==> config.mk <==
export PLATFORM = sky130hd
export DESIGN_NAME = lmsm_sequencer
export DESIGN_NICKNAME = d
export VERILOG_FILES = /design/src/rtl/lmsm_sequencer.sv
export SDC_FILE = /design/constraint.sdc
export NUM_CORES = 1
export LEC_CHECK = 0
export BUFFER_PORTS_ARGS = -buffer_cell sky130_fd_sc_hd__buf_2
export CORE_MARGIN = 2
export CORE_UTILIZATION = 45
export CTS_BUF_LIST = sky130_fd_sc_hd__clkbuf_8 sky130_fd_sc_hd__clkbuf_16
export DETAILED_ROUTE_END_ITERATION = 8
export PLACE_DENSITY = 0.82
export SYNTH_ARGS = -nofsm -noshare
export SYNTH_HDL_FRONTEND = slang
export SYNTH_SLANG_ARGS = --single-unit
==> constraint.sdc <==
create_clock -name clk -period 2.3 [get_ports clk]
set_input_delay 0.46 -clock clk [delete_from_list [all_inputs] [get_ports clk]]
set_output_delay 0.46 -clock clk [all_outputs]
set_load 0.02 [all_outputs]
==> src/rtl/lmsm_sequencer.sv <==
// LM/SM micro-sequencer: emits one register transfer per handshake for multi-register load/store.
// Ports: clk, reset (sync, active-high), ir_valid, ir, base_addr, stall_in -> hold_fetch, seq_valid,
//   seq_reg, seq_addr, wRF, wMem (active-low), done; flush input present only with LMSM_FLUSH_EN.
module lmsm_sequencer #(
   parameter int ADDR_W = 16,
   parameter int MASK_W = 8
) (
   input  logic              clk,
   input  logic              reset,
   input  logic              ir_valid,
   input  logic [15:0]       ir,
   input  logic [ADDR_W-1:0] base_addr,
   input  logic              stall_in,
`ifdef LMSM_FLUSH_EN
   input  logic              flush,
`endif
   output logic              hold_fetch,
   output logic              seq_valid,
   output logic [2:0]        seq_reg,
   output logic [ADDR_W-1:0] seq_addr,
   output logic              wRF,
   output logic              wMem,
   output logic              done
);

   typedef enum logic {IDLE, RUN} state_t;

   state_t            state;
   logic [MASK_W-1:0] mask_q;
   logic [ADDR_W-1:0] addr_q;
   logic              is_load_q;
   logic              done_q;

   logic              flush_w;
   logic              is_lmsm;
   logic              accept;
   logic              fire;
   logic              run;
   logic [MASK_W-1:0] mask_nxt;
   logic [2:0]        low_idx;
   logic              unused_ir;

`ifdef LMSM_FLUSH_EN
   assign flush_w = flush;
`else
   assign flush_w = 1'b0;
`endif

   assign unused_ir = ^ir[11:8];

   // opcodes 0110 and 0111 share the top three bits
   assign is_lmsm = (ir[15:13] == 3'b011);
   assign run     = (state == RUN);
   assign accept  = (state == IDLE) & ir_valid & is_lmsm & ~flush_w;
   assign fire    = run & ~stall_in;

   // clears the lowest set bit, i.e. the transfer being presented
   assign mask_nxt = mask_q & (mask_q - 1'b1);

   always_comb begin
      low_idx = '0;
      for (int i = MASK_W - 1; i >= 0; i--) begin
         if (mask_q[i]) low_idx = 3'(i);
      end
   end

   always_ff @(posedge clk) begin
      if (reset) begin
         state     <= IDLE;
         mask_q    <= '0;
         addr_q    <= '0;
         is_load_q <= 1'b0;
         done_q    <= 1'b0;
      end else begin
         done_q <= 1'b0;
         unique case (state)
            IDLE: begin
               if (accept) begin
                  mask_q    <= ir[MASK_W-1:0];
                  addr_q    <= base_addr;
                  is_load_q <= ~ir[12];
                  if (ir[MASK_W-1:0] != '0) state  <= RUN;
                  else                      done_q <= 1'b1;
               end
            end
            RUN: begin
               if (fire) begin
                  mask_q <= mask_nxt;
                  addr_q <= addr_q + 1'b1;
               end
               if (flush_w) begin
                  state  <= IDLE;
                  mask_q <= '0;
               end else if (fire && mask_nxt == '0) begin
                  state  <= IDLE;
                  done_q <= 1'b1;
               end
            end
            default: state <= IDLE;
         endcase
      end
   end

   // outputs sit at their reset values whenever no sequence is running
   assign hold_fetch = run | accept;
   assign seq_valid  = run;
   assign seq_reg    = run ? low_idx : 3'd0;
   assign seq_addr   = run ? addr_q : '0;
   assign wRF        = run ? ~is_load_q : 1'b1;
   assign wMem       = run ? is_load_q : 1'b1;
   assign done       = done_q;

endmodule

==> reports/results.tsv, run 1 <==
stage	metric	value	unit
synthesis	EDFF count, synth	0	
pwr	Leak	0.8861	nW
setup_path	critical path capture point type	output pin	
global_route	vias in the first global route	1788	
detailed_routing	WL/cell	13.93	µm
cts	clock sink count	27	
sta	max-slew violations	0	
setup_path	Register-to-Register Path Depth	4	
cts	Worst-path clk slew	0.09	ns
cts	CTS Hold Bufs	0	
placement	Post-Place Worst Slack	0.4567	ns
global_route	total grt overflow	0	
synthesis	top post-synthesis cells by area	dfxtp_1 (30%), a21oi_1 (6.0%), o21ai_0 (5.7%), and2_1 (5.5%), nand2_1 (4.3%)	
sta	final setup fails	0	
synthesis	Synthesis Warnings	0	
cells_and_area	commonest non-fill, non-tap cell in the layout	buf_2	
cells_and_area	fraction of layout cells with a size suffix above 1	0.2424	
setup_path	Largest delay share family, worst path	compound AO/OA/AOI/OAI gates	
synthesis	XOR/XNOR Fraction of Synth Area	0	
cts	H-tree depth	1	
cts	TritonCTS Buffers	3	
cells_and_area	P&R area growth vs syn	20.47	%
synthesis	register area share after synthesis	0.2957	
synthesis	area leader, netlist	dfxtp_1	
cts	Clk Latency, worst-skew pair	0.27	ns
cells_and_area	diode count	0	
detailed_routing	Via-to-Cell Ratio	5.888	
status	status	finished clean	
synthesis	post-synthesis area per instance	7.492	µm²
detailed_routing	DR pass1 iterations	4	
setup_path	Crit Path Class	flip-flop to output pin	
synthesis	syn_nets	281	
synthesis	fraction of registers with async set/reset	0	
sta	final worst setup slack	0.2461	ns
synthesis	largest family of logic cells by synthesized area	simple AND/OR/NAND/NOR gates	
floorplanning	die area	4588	µm²
sta	Slew @ Worst Pin	0.5278	ns
global_route	antenna violations before repair	0	
floorplanning	I/O pins	60	
synthesis	share of the synthesized area in the top cell type	0.2957	
sta	RSZ-0062 raised after global routing	no	
synthesis	adder-cell area share of the yosys netlist	0.006845	
pwr	Power Total	882.4	µW
detailed_routing	initial drt markers	213	
cts	CTS Root Cell	clkbuf_8	
floorplanning	Die H	67.74	µm
pwr	PD cells	400.7	nW/µm²
synthesis	#FFs+latches synth	27	
setup_path	CP startpoint kind	flip-flop	
job	max-cap viol count	0	
pwr	VDD IR max	0.0002774	V
sta	Hold Worst Slack	0.3546	ns
setup_path	CP arrival	1.59	ns
cells_and_area	fin cells	347	
sta	Hold Fails Final Rpt	0	
synthesis	Cell variety after synth	54	
floorplanning	core area	3943	µm²
synthesis	synthesized area	1828	µm²
cells_and_area	nets	335	
global_route	first-pass GRT wire length	7817	µm
detailed_routing	via count	2043	
sta	Tmin final	2.054	ns
sta	Final period util	0.8930	
cts	Clock Tree Buf Depth	2	
floorplanning	initial core utilization	0.4637	
setup_path	crit path cell chain	nand2b_1 > a21oi_1 > o21bai_1 > a211oi_1 > buf_2	
floorplanning	FP Rows	23	
sta	Clock Skews	0.002958	ns
hold_path	worst hold stages	2	
cts	PostCTS Resize Cnt	0	
detailed_routing	Antenna Nets Post-Route	0	
hold_path	Hold Path Class	input port to flip-flop	
detailed_routing	Final Routed Wirelength	4832	µm
synthesis	Post-synth top flop	dfxtp_1	
placement	placer congestion estimate	0.9069	
cells_and_area	most frequent cells in the layout	buf_2 (55), dfxtp_1 (27), a21oi_1 (22)	
detailed_routing	drt drc	0	
synthesis	Compound-Gate Fraction of Synth Area	0.3060	
placement	placed cell count	343	
placement	HPWL after detailed placement	3540	µm
setup_path	crit path max-delay cell type	dfxtp_1	
sta	Max transition margin	0.6481	
setup_path	CP peak stage delay	0.49	ns
global_route	largest net degree at the start of global routing	37	
synthesis	mux cell area share after synthesis	0.01095	
placement	# port buffers	55	
floorplanning	die width	67.74	µm
global_route	Tot GR Track Use	0.2177	
setup_path	worst path bufs/invs	1	
synthesis	Simple-Gate Fraction of Synth Area	0.3224	
setup_path	Worst Path Required	1.84	ns
sta	Setup TNS	0	ns
setup_path	Crit Path Max Fanout	6	
sta	Max Clk Rate	486.9	MHz
synthesis	Mapped Cells	244	
cts	CTS tree	yes	
cts	Post CTS Setup Buffer Count	0	
setup_path	critical path depth	5	
cells_and_area	fillcell total	363	
[synth_stat cells (3+ instances only)]
cell and count:
nand4_1 5, nor2b_1 6, a31oi_1 3, o211ai_1 4, nand2b_1 3, dfxtp_1 27
nand2_1 21, inv_1 9, nor2_1 16, nand3_1 10, a211oi_1 5, nor3_1 7
and3_1 4, and2_1 16, nor4_1 8, a21oi_1 22, o21ai_0 21, clkbuf_1 9
[layout make-up]
| class | instances | area (µm²) | share of cell area |
|---|---|---|---|
| Clock buffer | 3 | 41.29 | 0.01875 |
| Clock inverter | 1 | 3.754 | 0.001705 |
| Inverter | 10 | 37.54 | 0.01705 |
| Multi-Input combinational cell | 193 | 1181 | 0.5364 |
| Sequential cell | 27 | 540.5 | 0.2455 |
| Tap cell | 50 | 62.56 | 0.02841 |
| Timing Repair Buffer | 63 | 335.3 | 0.1523 |
[per-stage QoR]
stage,util,cell area (µm²)
2_1_floorplan,-,1828
3_3_place_gp,0.5471,2157
3_5_place_dp,0.5471,2157
4_1_cts,0.5586,2202
5_1_grt,0.5586,2202
6_report,0.5586,2202
[flip-flops by register name, indices dropped and copies added (netlist names)]
| name | cells |
|---|---|
| addr_q | 16 |
| done | 1 |
| is_load_q | 1 |
| mask_q | 8 |
| seq_valid | 1 |
[where the power goes]
part	switching (mW)	internal, mW
registers	0.0178	0.480
clock network	0.145	0.120
logic	0.0643	0.0561
total	0.227	0.656
[worst paths after layout]
kind	startpoint	endpoint	slack (ns)
min reg2reg	is_load_q	is_load_q	0.52
min	ir[12]	is_load_q	0.35
max reg2reg	mask_q[2]	seq_valid	0.43
max	mask_q[7]	seq_reg[0]	0.25
[cells by family after synthesis]
| logic type | count (synthesis) |
|---|---|
| simple gates | 108 |
| compound gates | 82 |
| flops | 27 |
| buf+inv | 24 |
| mux | 2 |
| fa+ha+maj | 1 |
[layer usage]
| metal | vias to the layer above | track usage | wire, µm |
|---|---|---|---|
| li1 | 1028 | - | - |
| met1 | 919 | 0.2756 | 2088 |
| met2 | 89 | 0.3873 | 2388 |
| met3 | 7 | 0.02667 | 320 |
| met4 | 0 | 0.05612 | 35 |
| met5 | - | 0 | 0 |
(Power assumes the default switching activity.)
==> inputs of run 2 (changes only) <==
--- a/config.mk
+++ b/config.mk
@@ -6,6 +6,7 @@
 export NUM_CORES = 1
 export LEC_CHECK = 0
 export BUFFER_PORTS_ARGS = -buffer_cell sky130_fd_sc_hd__buf_2
+export CORE_ASPECT_RATIO = 0.9
 export CORE_MARGIN = 2
 export CORE_UTILIZATION = 45
 export CTS_BUF_LIST = sky130_fd_sc_hd__clkbuf_8 sky130_fd_sc_hd__clkbuf_16
==> run 2 against run 1 <==
  * Via count grew 0.15%
  * Register-to-register slack lost 0.12 ns
  * Maximum frequency shrank 4.9%
  * Power grew 0.50%
  * Global-route usage shrank 0.63 points
  * Worst hold slack is essentially flat
  * Critical path depth shrank 1
  * Combinational power is essentially flat
  * Clock power grew 2%
==> reports/results.tsv, run 2 (synthesis gave the netlist of run 1 again) <==
stage	metric	value	unit
status	status	finished clean	
cts	Clk Latency, worst-skew pair	0.27	ns
pwr	VDD IR max	0.0003531	V
cells_and_area	max FFs per register	16	
placement	HPWL after detailed placement	3510	µm
sta	Hold Fails Final Rpt	0	
cts	CTS Root Cell	clkbuf_8	
setup_path	CP startpoint kind	flip-flop	
cells_and_area	register area	540.5	µm²
sta	Max Clk Rate	463.2	MHz
placement	placer congestion estimate	0.8328	
sta	Hold Worst Slack	0.3549	ns
cts	Post CTS Setup Buffer Count	0	
cells_and_area	commonest non-fill, non-tap cell in the layout	buf_2	
setup_path	Worst Path Required	1.84	ns
setup_path	worst path bufs/invs	3	
floorplanning	FP Rows	21	
sta	RSZ-0062 raised after global routing	no	
setup_path	CP peak stage delay	0.46	ns
job	max-cap viol count	0	
cells_and_area	fin cells	343	
sta	Max transition margin	0.6361	
global_route	first-pass GRT wire length	7914	µm
pwr	PD cells	403.6	nW/µm²
setup_path	R2R Setup Slk	0.31	ns
cts	Clock Tree Buf Depth	2	
cts	CTS tree	yes	
placement	placed cell count	339	
detailed_routing	Via-to-Cell Ratio	5.965	
cells_and_area	Largest Register	addr_q	
cts	Worst-path clk slew	0.09	ns
floorplanning	I/O pins	60	
global_route	total grt overflow	0	
floorplanning	initial core utilization	0.4798	
pwr	Leak	0.8861	nW
global_route	largest net degree at the start of global routing	29	
setup_path	Crit Path Class	flip-flop to output pin	
sta	max-slew violations	0	
cells_and_area	multi-input logic area	1181	µm²
sta	Final period util	0.9387	
detailed_routing	DR pass1 iterations	4	
cts	PostCTS Resize Cnt	0	
sta	Slew @ Worst Pin	0.5459	ns
cts	H-tree depth	1	
cells_and_area	diode count	0	
cells_and_area	most frequent cells in the layout	buf_2 (55), dfxtp_1 (27), a21oi_1 (22)	
global_route	antenna violations before repair	0	
cts	CTS Hold Bufs	0	
floorplanning	Die H	64.47	µm
sta	Clock Skews	0.004936	ns
cts	TritonCTS Buffers	3	
setup_path	Largest delay share family, worst path	buffers and inverters	
detailed_routing	Antenna Nets Post-Route	0	
cells_and_area	Regs by FF count	addr_q: 16 flops, mask_q: 8 flops	
detailed_routing	Final Routed Wirelength	4812	µm
cells_and_area	fraction of layout cells with a size suffix above 1	0.2424	
global_route	vias in the first global route	1689	
detailed_routing	WL/cell	14.03	µm
detailed_routing	via count	2046	
cells_and_area	nets	335	
sta	Tmin final	2.159	ns
global_route	Tot GR Track Use	0.2114	
setup_path	CP arrival	1.70	ns
cts	clock sink count	27	
setup_path	critical path capture point type	output pin	
setup_path	Crit Path Max Fanout	15	
cells_and_area	P&R area growth vs syn	20.19	%
sta	final setup fails	0	
floorplanning	die width	71.19	µm
detailed_routing	drt drc	0	
detailed_routing	initial drt markers	180	
setup_path	crit path cell chain	clkinv_1 > buf_4 > nand2_1 > buf_2	
setup_path	crit path max-delay cell type	dfxtp_1	
cells_and_area	fillcell total	354	
placement	# port buffers	55	
floorplanning	die area	4589	µm²
sta	Setup TNS	0	ns
hold_path	Hold Path Class	input port to flip-flop	
floorplanning	core area	3810	µm²
==> run 2: cell type report <==
class | instances | area share
Clock buffer | 3 | 0.01879
Sequential cell | 27 | 0.2460
Timing Repair Buffer | 63 | 0.1526
Inverter | 10 | 0.01708
Tap cell | 46 | 0.02620
Clock inverter | 1 | 0.001708
Multi-Input combinational cell | 193 | 0.5376
==> run 2: power breakdown <==
part | internal [mW] | switching [mW] | total [mW]
Sequential | 0.480 | 0.0183 | 0.498
Combinational | 0.0560 | 0.0640 | 0.120
Clock | 0.120 | 0.149 | 0.268
Total | 0.656 | 0.231 | 0.887
==> run 2: final timing paths <==
check / start / to / cells past startpoint
worst min register to register: is_load_q / is_load_q / 2
worst min-delay path: ir[12] / is_load_q / 2
worst max register to register: seq_valid / addr_q[7] / 6
worst max-delay path: seq_valid / hold_fetch / 4
==> run 2: worst register-to-register path: cells and delay by family, from the launching register on <==
kind	cells	cell delay, ns
DFF	1	0.46
AOI/OAI and AO/OA	3	0.49
buffers and inverters	3	0.95
==> run 2: stage by stage <==
step	total power, mW	instance area [µm²]	setup WS, ns	utilization
after floorplan	0.5776	1828	0.2180	-
after global placement	0.6249	2152	0.4080	0.5649
after detailed placement	0.6277	2152	0.3465	0.5649
after CTS	0.8937	2197	0.1570	0.5767
after global routing	0.9304	2197	0.01359	0.5767
final	0.8868	2197	0.1409	0.5767
==> run 2: routing by layer <==
| layer | vias to the layer above | wire, µm | global-route usage |
|---|---|---|---|
| met5 | - | 0 | 0 |
| met4 | 0 | 24 | 0.02830 |
| met3 | 2 | 401 | 0.04199 |
| met2 | 91 | 2091 | 0.3102 |
| met1 | 928 | 2294 | 0.3244 |
| li1 | 1025 | - | - |
==> inputs of run 3 (changes only) <==
--- a/config.mk
+++ b/config.mk
@@ -6,6 +6,7 @@
 export NUM_CORES = 1
 export LEC_CHECK = 0
 export BUFFER_PORTS_ARGS = -buffer_cell sky130_fd_sc_hd__buf_2
+export CAP_MARGIN = 10
 export CORE_ASPECT_RATIO = 0.9
 export CORE_MARGIN = 2
 export CORE_UTILIZATION = 45
==> constraint.sdc (replaced) <==
create_clock -name clk -period 2.44 [get_ports clk]
set_input_delay 0.488 -clock clk [delete_from_list [all_inputs] [get_ports clk]]
set_output_delay 0.488 -clock clk [all_outputs]
set_load 0.01 [all_outputs]
==> run 3 against run 2 <==
  * Worst setup slack gained 0.22 ns
  * Sequential power shrank 5.6%
  * Sequential cell count is the same
  * Critical path depth shrank 1
  * Count of clock-buffer cells in the layout is the same
  * Critical endpoint is now seq_reg[2]
  * Highest routed layer unchanged
  * Clock skew grew 0.00097 ns
  * Design area shrank 0.28%
  * Final cell count shrank 0.29%
  * Register-to-register slack gained 0.21 ns
  * Die area is the same
  * Wire length grew 3.4%
  * Worst hold slack gained 0.021 ns
==> reports/results.tsv, run 3 (synthesis gave the netlist of run 1 again) <==
stage	metric	value	unit
status	status	finished clean	
sta	final worst setup slack	0.3642	ns
detailed_routing	drt drc	0	
global_route	first-pass GRT wire length	8211	µm
cells_and_area	most frequent cells in the layout	buf_2 (55), dfxtp_1 (27), a21oi_1 (22)	
pwr	VDD IR max	0.0002931	V
sta	Tmin final	2.076	ns
placement	# port buffers	55	
placement	placer congestion estimate	0.8219	
global_route	largest net degree at the start of global routing	29	
floorplanning	initial core utilization	0.4798	
cells_and_area	final core occ	0.5750	
detailed_routing	Antenna Nets Post-Route	0	
floorplanning	FP Rows	21	
pwr	Power Total	843.7	µW
detailed_routing	DR pass1 iterations	4	
cts	PostCTS Resize Cnt	0	
job	max-cap viol count	0	
hold_path	Hold Path Class	input port to flip-flop	
setup_path	Crit Path Max Fanout	5	
cells_and_area	Regs by FF count	addr_q: 16 flops, mask_q: 8 flops	
pwr	PD cells	385.1	nW/µm²
cts	TritonCTS Buffers	3	
cells_and_area	fillcell total	373	
cts	Clock Tree Buf Depth	2	
cells_and_area	fin cells	342	
sta	Slew @ Worst Pin	0.5568	ns
detailed_routing	Via-to-Cell Ratio	6.038	
floorplanning	core area	3810	µm²
sta	Clock Skews	0.005907	ns
pwr	Leak	0.8793	nW
cells_and_area	Largest Register	addr_q	
detailed_routing	WL/cell	14.55	µm
cts	clock sink count	27	
setup_path	CP arrival	1.59	ns
sta	RSZ-0062 raised after global routing	no	
detailed_routing	via count	2065	
sta	Hold Fails Final Rpt	0	
cells_and_area	nets	334	
sta	Max transition margin	0.6288	
detailed_routing	initial drt markers	285	
global_route	Tot GR Track Use	0.2173	
sta	Max Clk Rate	481.7	MHz
cts	Clk Latency, worst-skew pair	0.28	ns
sta	Final period util	0.8507	
cells_and_area	max FFs per register	16	
floorplanning	die area	4589	µm²
global_route	vias in the first global route	1761	
sta	final setup fails	0	
global_route	antenna violations before repair	0	
floorplanning	I/O pins	60	
setup_path	critical path capture point type	output pin	
floorplanning	Die H	64.47	µm
placement	placed cell count	338	
setup_path	Worst Path Required	1.95	ns
cts	CTS Hold Bufs	0	
cells_and_area	fraction of layout cells with a size suffix above 1	0.2432	
cts	Worst-path clk slew	0.10	ns
cts	H-tree depth	1	
detailed_routing	Final Routed Wirelength	4977	µm
cts	CTS Root Cell	clkbuf_8	
placement	HPWL after detailed placement	3641	µm
sta	max-slew violations	0	
setup_path	Crit Path Class	flip-flop to output pin	
cells_and_area	commonest non-fill, non-tap cell in the layout	buf_2	
cells_and_area	diode count	0	
setup_path	CP startpoint kind	flip-flop	
cts	CTS tree	yes	
sta	Setup TNS	0	ns
global_route	total grt overflow	0	
placement	Post-Place Worst Slack	0.5686	ns
cells_and_area	P&R area growth vs syn	19.85	%
cts	Post CTS Setup Buffer Count	0	
floorplanning	die width	71.19	µm
## run 3: through the flow
| step | hold WS, ns | instance area, µm² |
|---|---|---|
| after floorplan | 0.4843 | 1828 |
| after global placement | 0.4923 | 2145 |
| after detailed placement | 0.5088 | 2145 |
| after CTS | 0.3711 | 2191 |
| after global routing | 0.3645 | 2191 |
| final | 0.3759 | 2191 |
## run 3: critical path: stages (launching register included)
cell,delay (ns)
dfxtp_1,0.35
or4_4,0.60
nor3_1,0.20
buf_2,0.16
## run 3: path summary, 6_finish.rpt
path / start / end / slack (ns) / cells past startpoint
max reg2reg: mask_q[2] / done / 0.52 / 4
max: mask_q[2] / seq_reg[2] / 0.36 / 3
min: ir[12] / is_load_q / 0.38 / 2
min reg2reg: addr_q[15] / addr_q[15] / 0.52 / 2
## run 3: metal layers
| metal | track usage | part of all wire |
|---|---|---|
| met1 | 0.3139 | 0.46 |
| met2 | 0.3414 | 0.46 |
| met3 | 0.04044 | 0.079 |
| met4 | 0.03538 | 0.0046 |
| met5 | 0 | 0 |
## run 3: power by group
part | total [mW] | internal, mW | switching [mW]
logic | 0.112 | 0.0521 | 0.0599
registers | 0.470 | 0.453 | 0.0173
clock network | 0.262 | 0.115 | 0.147
## run 3: layout make-up
class                   count  area (µm²)  share of cell area
well taps                  46       57.56             0.02627
multi-input cells         193        1181              0.5391
clock buffers               3       41.29             0.01885
clock inverters             1       5.005            0.002284
flip-flops and latches     27       540.5              0.2467
repair buffers             62       327.8              0.1496
inverters                  10       37.54             0.01713
